$ cat src/rtl/mem_stage.sv
// MEM pipeline stage: holds one EX bundle, waits for its data-SRAM response on
// memory ops, aligns/extends load data and hands {rf_we,waddr,wdata,pc} to WB.
module mem_stage #(
  parameter int EX2MEM_LEN = 74,
  parameter int MEM2WB_LEN = 70
) (
  input  logic                  clk,
  input  logic                  resetn,
  output logic                  mem_allowin,
  input  logic                  ex_to_mem_valid,
  input  logic [EX2MEM_LEN-1:0] ex_to_mem_zip,
  input  logic                  wb_allowin,
  output logic                  mem_to_wb_valid,
  output logic [MEM2WB_LEN-1:0] mem_to_wb_zip,
  input  logic                  data_sram_data_ok,
  input  logic [31:0]           data_sram_rdata,
  output logic [38:0]           mem_rf_zip
);

  typedef struct packed {
    logic [2:0]  ld_op;
    logic        mem_req;
    logic        rf_we;
    logic [4:0]  rf_waddr;
    logic [31:0] alu_result;
    logic [31:0] pc;
  } ex_bundle_t;

  typedef enum logic [1:0] {EMPTY, WAIT, READY} state_t;

  state_t     state, state_n;
  ex_bundle_t op;
  logic       mem_valid;
  logic       mem_ready_go;
  logic       accept;
  logic       handoff;
  logic       resp_buf_valid;
  logic [31:0] resp_buf;
  logic       is_load;
  logic       rf_we;
  logic [31:0] ld_word;
  logic [7:0]  ld_byte;
  logic [15:0] ld_half;
  logic [31:0] rf_wdata;

  assign mem_valid       = (state != EMPTY);
  assign mem_ready_go    = (state == READY) | ((state == WAIT) & data_sram_data_ok);
  assign mem_allowin     = ~mem_valid | (mem_ready_go & wb_allowin);
  assign mem_to_wb_valid = mem_valid & mem_ready_go;
  assign accept          = ex_to_mem_valid & mem_allowin;
  assign handoff         = mem_to_wb_valid & wb_allowin;

  always_comb begin
    state_n = state;
    if (accept)
      state_n = ex_to_mem_zip[70] ? WAIT : READY;
    else if (handoff)
      state_n = EMPTY;
    else if ((state == WAIT) && data_sram_data_ok)
      state_n = READY;
  end

  always_ff @(posedge clk) begin
    if (!resetn) state <= EMPTY;
    else         state <= state_n;
  end

  always_ff @(posedge clk) begin
    if (accept) op <= ex_bundle_t'(ex_to_mem_zip);
  end

  // Response is parked when WB stalls the data_ok cycle; a stray data_ok outside
  // WAIT (e.g. for an op killed by reset) never touches the buffer.
  always_ff @(posedge clk) begin
    if (!resetn)
      resp_buf_valid <= 1'b0;
    else if (accept || handoff)
      resp_buf_valid <= 1'b0;
    else if ((state == WAIT) && data_sram_data_ok)
      resp_buf_valid <= 1'b1;
  end

  always_ff @(posedge clk) begin
    if ((state == WAIT) && data_sram_data_ok) resp_buf <= data_sram_rdata;
  end

  // ld_op 5/6 decode as "none", same as 7.
  assign is_load = (op.ld_op <= 3'd4);
  assign rf_we   = op.rf_we & ~(op.mem_req & ~is_load);
  assign ld_word = resp_buf_valid ? resp_buf : data_sram_rdata;
  assign ld_half = op.alu_result[1] ? ld_word[31:16] : ld_word[15:0];

  always_comb begin
    ld_byte = ld_word[7:0];
    case (op.alu_result[1:0])
      2'd1:    ld_byte = ld_word[15:8];
      2'd2:    ld_byte = ld_word[23:16];
      2'd3:    ld_byte = ld_word[31:24];
      default: ld_byte = ld_word[7:0];
    endcase
  end

  always_comb begin
    rf_wdata = op.alu_result;
    case (op.ld_op)
      3'd0:    rf_wdata = ld_word;
      3'd1:    rf_wdata = {{24{ld_byte[7]}}, ld_byte};
      3'd2:    rf_wdata = {{16{ld_half[15]}}, ld_half};
      3'd3:    rf_wdata = {24'd0, ld_byte};
      3'd4:    rf_wdata = {16'd0, ld_half};
      default: rf_wdata = op.alu_result;
    endcase
  end

  assign mem_to_wb_zip = {rf_we, op.rf_waddr, rf_wdata, op.pc};
  assign mem_rf_zip    = {mem_valid & rf_we,
                          mem_valid & is_load & ~mem_ready_go,
                          op.rf_waddr, rf_wdata};

endmodule
$ cat config.mk
export PLATFORM = sky130hd
export DESIGN_NAME = mem_stage
export DESIGN_NICKNAME = d
export VERILOG_FILES = /design/src/rtl/mem_stage.sv
export SDC_FILE = /design/constraint.sdc
export NUM_CORES = 1
export LEC_CHECK = 0
export CAP_MARGIN = 20
export CORE_UTILIZATION = 40
export DETAILED_ROUTE_END_ITERATION = 8
export PLACE_DENSITY = 0.78
export SLEW_MARGIN = 20
export SYNTH_ARGS = -nofsm -noshare
export SYNTH_HDL_FRONTEND = slang
export SYNTH_SLANG_ARGS = --single-unit
$ cat constraint.sdc
create_clock -name clk -period 4.2 [get_ports clk]
set_clock_uncertainty 0.15 [all_clocks]
set_input_delay 0.84 -clock clk [delete_from_list [all_inputs] [get_ports clk]]
set_output_delay 0.84 -clock clk [all_outputs]
set_load 0.01 [all_outputs]
==> results.md, run 1 <==
* Via count at 3974
* Fin. Hold Viols at 0
* Commonest non-fill, non-tap cell in the layout: clkdlybuf4s50_1
* Stages on worst setup path at 6
* Clk buf depth at 2
* First-pass GRT wire length at about 22000 um
* Hold_sp: state[0]$_SDFFE_PN0P_
* Initial antenna violation count at 0
* H-tree levels at 3
* CTS tree: yes
* Slew HR at 0.499
* CTS-repair resized insts at 0
* Outcome: completed
* Drt drc at 0
* Router iterations before antenna repair at 4
* Crit-path max cell delay at between 600 and 700 ps
* Initial drt markers at around 250
* Max VDD drop at 227 uV
* Vias per cell at roughly 5.3
* Ys Warns at 0
* FF+latch count, synth at 109
* Placeable Area at 14000 um2
* Fin crit period at around 4000 ps
* Vias in the first global route at between 4000 and 5000
* Fin crit share at 0.962
* Post-Synthesis Cells at between 400 and 500
* Die area at around 15000 um2
* Setup TNS at 0 ps
* Root buffer cell: clkbuf_16
* Worst slack, placed at roughly 140 ps
* Setup Fix Bufs, Post-CTS at 0
* N_diodes at 0
* Post-synth net total at between 500 and 600
* Number of synthesized flops with an enable pin at 106
* WL final at 14900 um
* Maximum clock frequency at about 250 MHz
* Mapped Avg Cell Area at roughly 13 um2
* Hold endpoint: state[0]$_SDFFE_PN0P_
* Startpoint types: input pin
* Tot GR Track Use at 0.203
* Final worst slack at between 150 and 200 ps
* Fillers at 1139
* Skew-Pair Late Insertion Delay at roughly 340 ps
* Site row count at between 40 and 50
* Final nets at 682
* Clk slew on worst S/H paths at roughly 70 ps
* Pin count of the biggest net entering global routing at 46
* Most used DFF post-synth: edfxtp_1
* Die X at between 100 and 150 um
* CP Cell Sequence: clkdlybuf4s50_1, mux2i_1, nand3b_1, nand4_4, a31oi_1, clkdlybuf4s50_1
* RD Place Congestion at between 0.8 and 0.9
* DPL Wire Length at about 11000 um
* Internal reg-to-reg setup slack at approximately 2000 ps
* FF-to-FF Start: state[0]$_SDFFE_PN0P_
* Unrepaired setup endpoints after global routing: no
* Final slew viol count at 0
* Sequential share of the synthesized area at 0.562
* Port Buffer Count at ~220
* Crit Path Category: input pin to primary output
* Die Y at 122 um
* Starting Density at 0.412
* Ratio of cells with drive above 1 in the final layout at 0.115
* HP Class: register to register
* Worst r2r dst: op[46]$_DFFE_PP_
* CP delay by family, top: buffers and inverters
* Post-Synthesis Cell Area at 5770 um2
* Critical path buffer and inverter count at 2
* GR Overflow Total at 0
* Crit. End Element: primary output
* Worst path arrival time at 3050 ps
* Cell variety after synth at roughly 50
* Wire per inst at a little under 20 um
* Power Dens Cells at approximately 350 nW/um2
* CTS buffer count at 9
* Post-synth ARST share at 0
* Hold Crit Depth at 2
* Crit path top cell by count: clkdlybuf4s50_1
* Ports at around 220
* CP Max Fanout at 21
* # hold bufs at CTS at 0
* Clock Sinks at between 100 and 150
* Maximum Capacitance Violations at 0
* Count of final setup violators at 0
* Hold_ws at 445 ps
* Antenna Nets Post-Route at 0
* Synthesis-to-finish area growth at 35.9%
* Most frequent cells in the layout: clkdlybuf4s50_1 (221), edfxtp_1 (106), nor2_1 (31)
* Tightest Pin Transition at 750 ps
* Crit-path slowest cell: clkdlybuf4s50_1
* Leak Pwr at roughly 2.6 nW
* Worst reg-to-reg path cell count at 4
* WP data required at 3210 ps
-- power by group --
part	switching, mW	total (mW)	internal, mW
clock network	0.382	0.787	0.405
logic	0.302	0.682	0.380
registers	0.0284	1.30	1.27
-- layout make-up --
| class | instances | area (um2) | share of cell area |
|---|---|---|---|
| clock inverters | 7 | 48.8 | 0.00622 |
| multi-input cells | 215 | 1760 | 0.225 |
| clock buffers | 9 | 225 | 0.0287 |
| well taps | 180 | 225 | 0.0287 |
| flip-flops and latches | 109 | 3240 | 0.414 |
| inverters | 4 | 15.0 | 0.00192 |
| repair buffers | 232 | 2320 | 0.296 |
-- worst max-delay path by stage --
stage,end,start
after detailed placement,mem_rf_zip[13],data_sram_rdata[31]
after global placement,mem_rf_zip[17],data_sram_rdata[31]
after CTS,mem_rf_zip[17],data_sram_rdata[15]
after global routing,mem_to_wb_zip[45],data_sram_rdata[15]
final,mem_rf_zip[17],data_sram_rdata[15]
after floorplan,mem_rf_zip[32]$_DFFE_PP_,wb_allowin
-- synth_stat cells, types with 7 or more instances --
library cell | n | area share
a21oi_1 | 24 | 0.021
nor2_1 | 31 | 0.020
o21ai_0 | 12 | 0.010
buf_2 | 8 | 0.0069
a31oi_1 | 12 | 0.013
edfxtp_1 | 106 | 0.55
mux4_2 | 8 | 0.031
nand2_1 | 12 | 0.0078
mux2i_1 | 23 | 0.040
buf_4 | 79 | 0.10
clkbuf_1 | 7 | 0.0046
-- through the flow --
| stage | std cells | util | area (um2) | power (mW) |
|---|---|---|---|---|
| 2_1_floorplan | 429 | - | 5770 | 1.69 |
| 3_3_place_gp | 740 | 0.541 | 7570 | 1.99 |
| 3_5_place_dp | 740 | 0.541 | 7570 | 2.01 |
| 4_1_cts | 756 | 0.560 | 7840 | 2.79 |
| 5_1_grt | 756 | 0.560 | 7840 | 2.87 |
| 6_report | 756 | 0.560 | 7840 | 2.77 |
-- worst min-delay path: cells and delay by family (launching register included) --
| family | cells | cell delay, ps |
|---|---|---|
| AOI/OAI and AO/OA | 1 | 80 |
| DFF | 1 | 370 |
| and+or+nand+nor | 1 | 100 |
-- routing by layer --
layer  up-vias  GRT usage  wire, um
met5         -          0         0
met4         0     0.0648       205
met3        12     0.0660      1260
met2       174      0.337      7590
met1      1954      0.249      5840
li1       1834          -         -
-- flip-flops by register name, summed over array words and instances (netlist names) --
| signal | cells |
|---|---|
| state | 2 |
| mem_rf_zip | 5 |
| resp_buf | 32 |
| resp_buf_valid | 1 |
| op | 37 |
| mem_to_wb_zip | 32 |
-- logic make-up after synthesis --
kind of cell             count (synthesis)  share of synthesized area
buffers and inverters                  105                      0.133
AND/OR/NAND/NOR                         74                     0.0668
multiplexers                            50                      0.123
flip-flops                             109                      0.562
AO/OA/AOI/OAI                           90                      0.113
adder cells (fa/ha/maj)                  1                    0.00174
No activity file was read; power rests on OpenSTA's default activity.
==> run 2, diff against run 1 <==
--- a/config.mk
+++ b/config.mk
@@ -6,9 +6,11 @@
 export NUM_CORES = 1
 export LEC_CHECK = 0
 export CAP_MARGIN = 20
+export CORE_MARGIN = 2
 export CORE_UTILIZATION = 40
 export DETAILED_ROUTE_END_ITERATION = 8
 export PLACE_DENSITY = 0.78
+export SKIP_CTS_REPAIR_TIMING = 1
 export SLEW_MARGIN = 20
 export SYNTH_ARGS = -nofsm -noshare
 export SYNTH_HDL_FRONTEND = slang
==> run 2 against run 1 <==
  * Sequential share of layout area shrank 0.34 points
  * First-iteration DRC count grew 4.4%
  * Maximum frequency shrank 0.55%
  * Register-to-register slack gained 40 ps
  * Critical path depth grew 1
  * Core utilization grew 0.47 points
  * Die area grew 3.3%
  * Largest cell class unchanged
  * Global-route usage grew 0.55 points
==> results.md, run 2 (same netlist as run 1, synthesis figures left out) <==
* Outcome: completed
* Placed Area at 7590 um2 (+0.30%)
* Drt drc at 0 (unchanged)
* Power Dens Cells at 364 nW/um2 (+3.2%)
* Synthesis-to-finish area growth at 37.0%
* Tightest Pin Transition at 816 ps (+66.1 ps)
* Via count at 4084 (+2.8%)
* Die Y at 124 um (+1.6%)
* Largest Register: op
* Die area at 15400 um2 (+3.3%)
* Hold_sp: state[0]$_SDFFE_PN0P_
* Worst slack, placed at 141 ps (-2.32 ps)
* Die X at 124 um (+1.6%)
* RD Place Congestion at 0.789 (-3.5%)
* Worst path arrival time at 3070 ps (+20 ps)
* Pin count of the biggest net entering global routing at 40 (-13%)
* Clock Sinks at 109 (unchanged)
* Design Power at 2.88 mW (+4.1%)
* Initial drt markers at 260 (+4.4%)
* Unrepaired setup endpoints after global routing: no
* HP Class: register to register
* Hold Crit Depth at 2 (unchanged)
* WP data required at 3210 ps (about the same)
* Clk buf depth at 2 (unchanged)
* Tot GR Track Use at 0.208 (+0.00549)
* Most frequent cells in the layout: clkdlybuf4s50_1 (221), edfxtp_1 (106), nor2_1 (31)
* Startpoint types: input pin
* Ports at 222 (unchanged)
* Hold_ws at 459 ps (+14.7 ps)
* CP Max Fanout at 15 (-29%)
* Vias per cell at 5.38 (+2.4%)
* Initial antenna violation count at 0 (unchanged)
* Post-layout util at 0.565 (+0.00465)
* Crit Path Category: input pin to primary output
* WL final at 15900 um (+6.9%)
* Worst reg-to-reg path cell count at 4 (unchanged)
* DPL Wire Length at 11900 um (+5.1%)
* Slew HR at 0.456 (-0.0435)
* Port Buffer Count at 221 (unchanged)
* Maximum clock frequency at 246 MHz (-0.55%)
* Router iterations before antenna repair at 7 (+3)
* Antenna Nets Post-Route at 0 (unchanged)
* Commonest non-fill, non-tap cell in the layout: clkdlybuf4s50_1
* Leak Pwr at 2.68 nW (+1.3%)
* H-tree levels at 3 (unchanged)
* Internal reg-to-reg setup slack at 2060 ps (+40 ps)
* CTS buffer count at 9 (unchanged)
* Skew-Pair Late Insertion Delay at 350 ps (about the same)
* N_diodes at 0 (unchanged)
* Placed cell count at 743 (+0.41%)
* Clk slew on worst S/H paths at 70 ps (about the same)
* Fin crit period at 4060 ps (+22.4 ps)
* Ratio of cells with drive above 1 in the final layout at 0.123 (+0.00804)
* Crit. End Element: primary output
* Count of final setup violators at 0 (unchanged)
* Setup TNS at 0 ps (unchanged)
* Final slew viol count at 0 (unchanged)
* Post-route cell area at 7910 um2 (+0.83%)
* GR Overflow Total at 0 (unchanged)
* Max VDD drop at 245 uV (+8.3%)
* Site row count at 43 (unchanged)
* Starting Density at 0.412 (unchanged)
* FF-to-FF Start: state[0]$_SDFFE_PN0P_
* Fin crit share at 0.967 (+0.00534)
* Fillers at 1161 (+1.9%)
* Final nets at 685 (+0.44%)
* Max reg flops at 37 (unchanged)
* CTS tree: yes
* Maximum Capacitance Violations at 0 (unchanged)
* Placeable Area at 14000 um2 (unchanged)
* Vias in the first global route at 4206 (+3.5%)
* Final worst slack at 139 ps (-22.4 ps)
* Wire per inst at 21.0 um (+6.5%)
* Finished Layout Cells at 759 (+0.40%)
* Hold endpoint: state[0]$_SDFFE_PN0P_
* First-pass GRT wire length at 23600 um (+5.2%)
* Root buffer cell: clkbuf_16
* Worst r2r dst: mem_rf_zip[33]$_DFFE_PP_
* Fin. Hold Viols at 0 (unchanged)
-- run 2: where the power goes --
part	leakage [nW]	switching (mW)	internal (mW)	total, mW
Clock	0.153	0.388	0.502	0.890
Sequential	1.03	0.0282	1.27	1.30
Combinational	1.50	0.309	0.382	0.692
Total	2.68	0.726	2.15	2.88
-- run 2: area by class of cell --
type | count | area (um2) | share of cell area
clock buffers | 11 | 253 | 0.0320
flip-flops and latches | 109 | 3240 | 0.410
multi-input cells | 215 | 1760 | 0.223
inverters | 4 | 15.0 | 0.00190
repair buffers | 235 | 2340 | 0.296
clock inverters | 5 | 63.8 | 0.00807
well taps | 180 | 225 | 0.0285
-- run 2: layer usage --
| metal | part of all wire | track usage | wire length, um |
|---|---|---|---|
| met2 | 0.50 | 0.342 | 7990 |
| met1 | 0.38 | 0.258 | 6130 |
| met3 | 0.092 | 0.0641 | 1460 |
| met4 | 0.022 | 0.0794 | 343 |
| met5 | 0 | 0 | 0 |
-- run 2: worst max-delay path by stage --
stage,start,to,slack [ps]
after floorplan,wb_allowin,mem_rf_zip[32]$_DFFE_PP_,580
after global placement,data_sram_rdata[7],mem_rf_zip[20],240
after detailed placement,data_sram_rdata[15],mem_to_wb_zip[57],140
after CTS,data_sram_rdata[15],mem_to_wb_zip[57],120
after global routing,data_sram_rdata[15],mem_to_wb_zip[57],50
final,data_sram_rdata[15],mem_to_wb_zip[57],140
-- run 2: critical path, stage by stage --
cell,delay (ps)
clkdlybuf4s50_1,510
mux2i_1,110
nand3b_1,190
nand4_4,330
buf_4,290
a31oi_1,200
clkdlybuf4s50_1,590
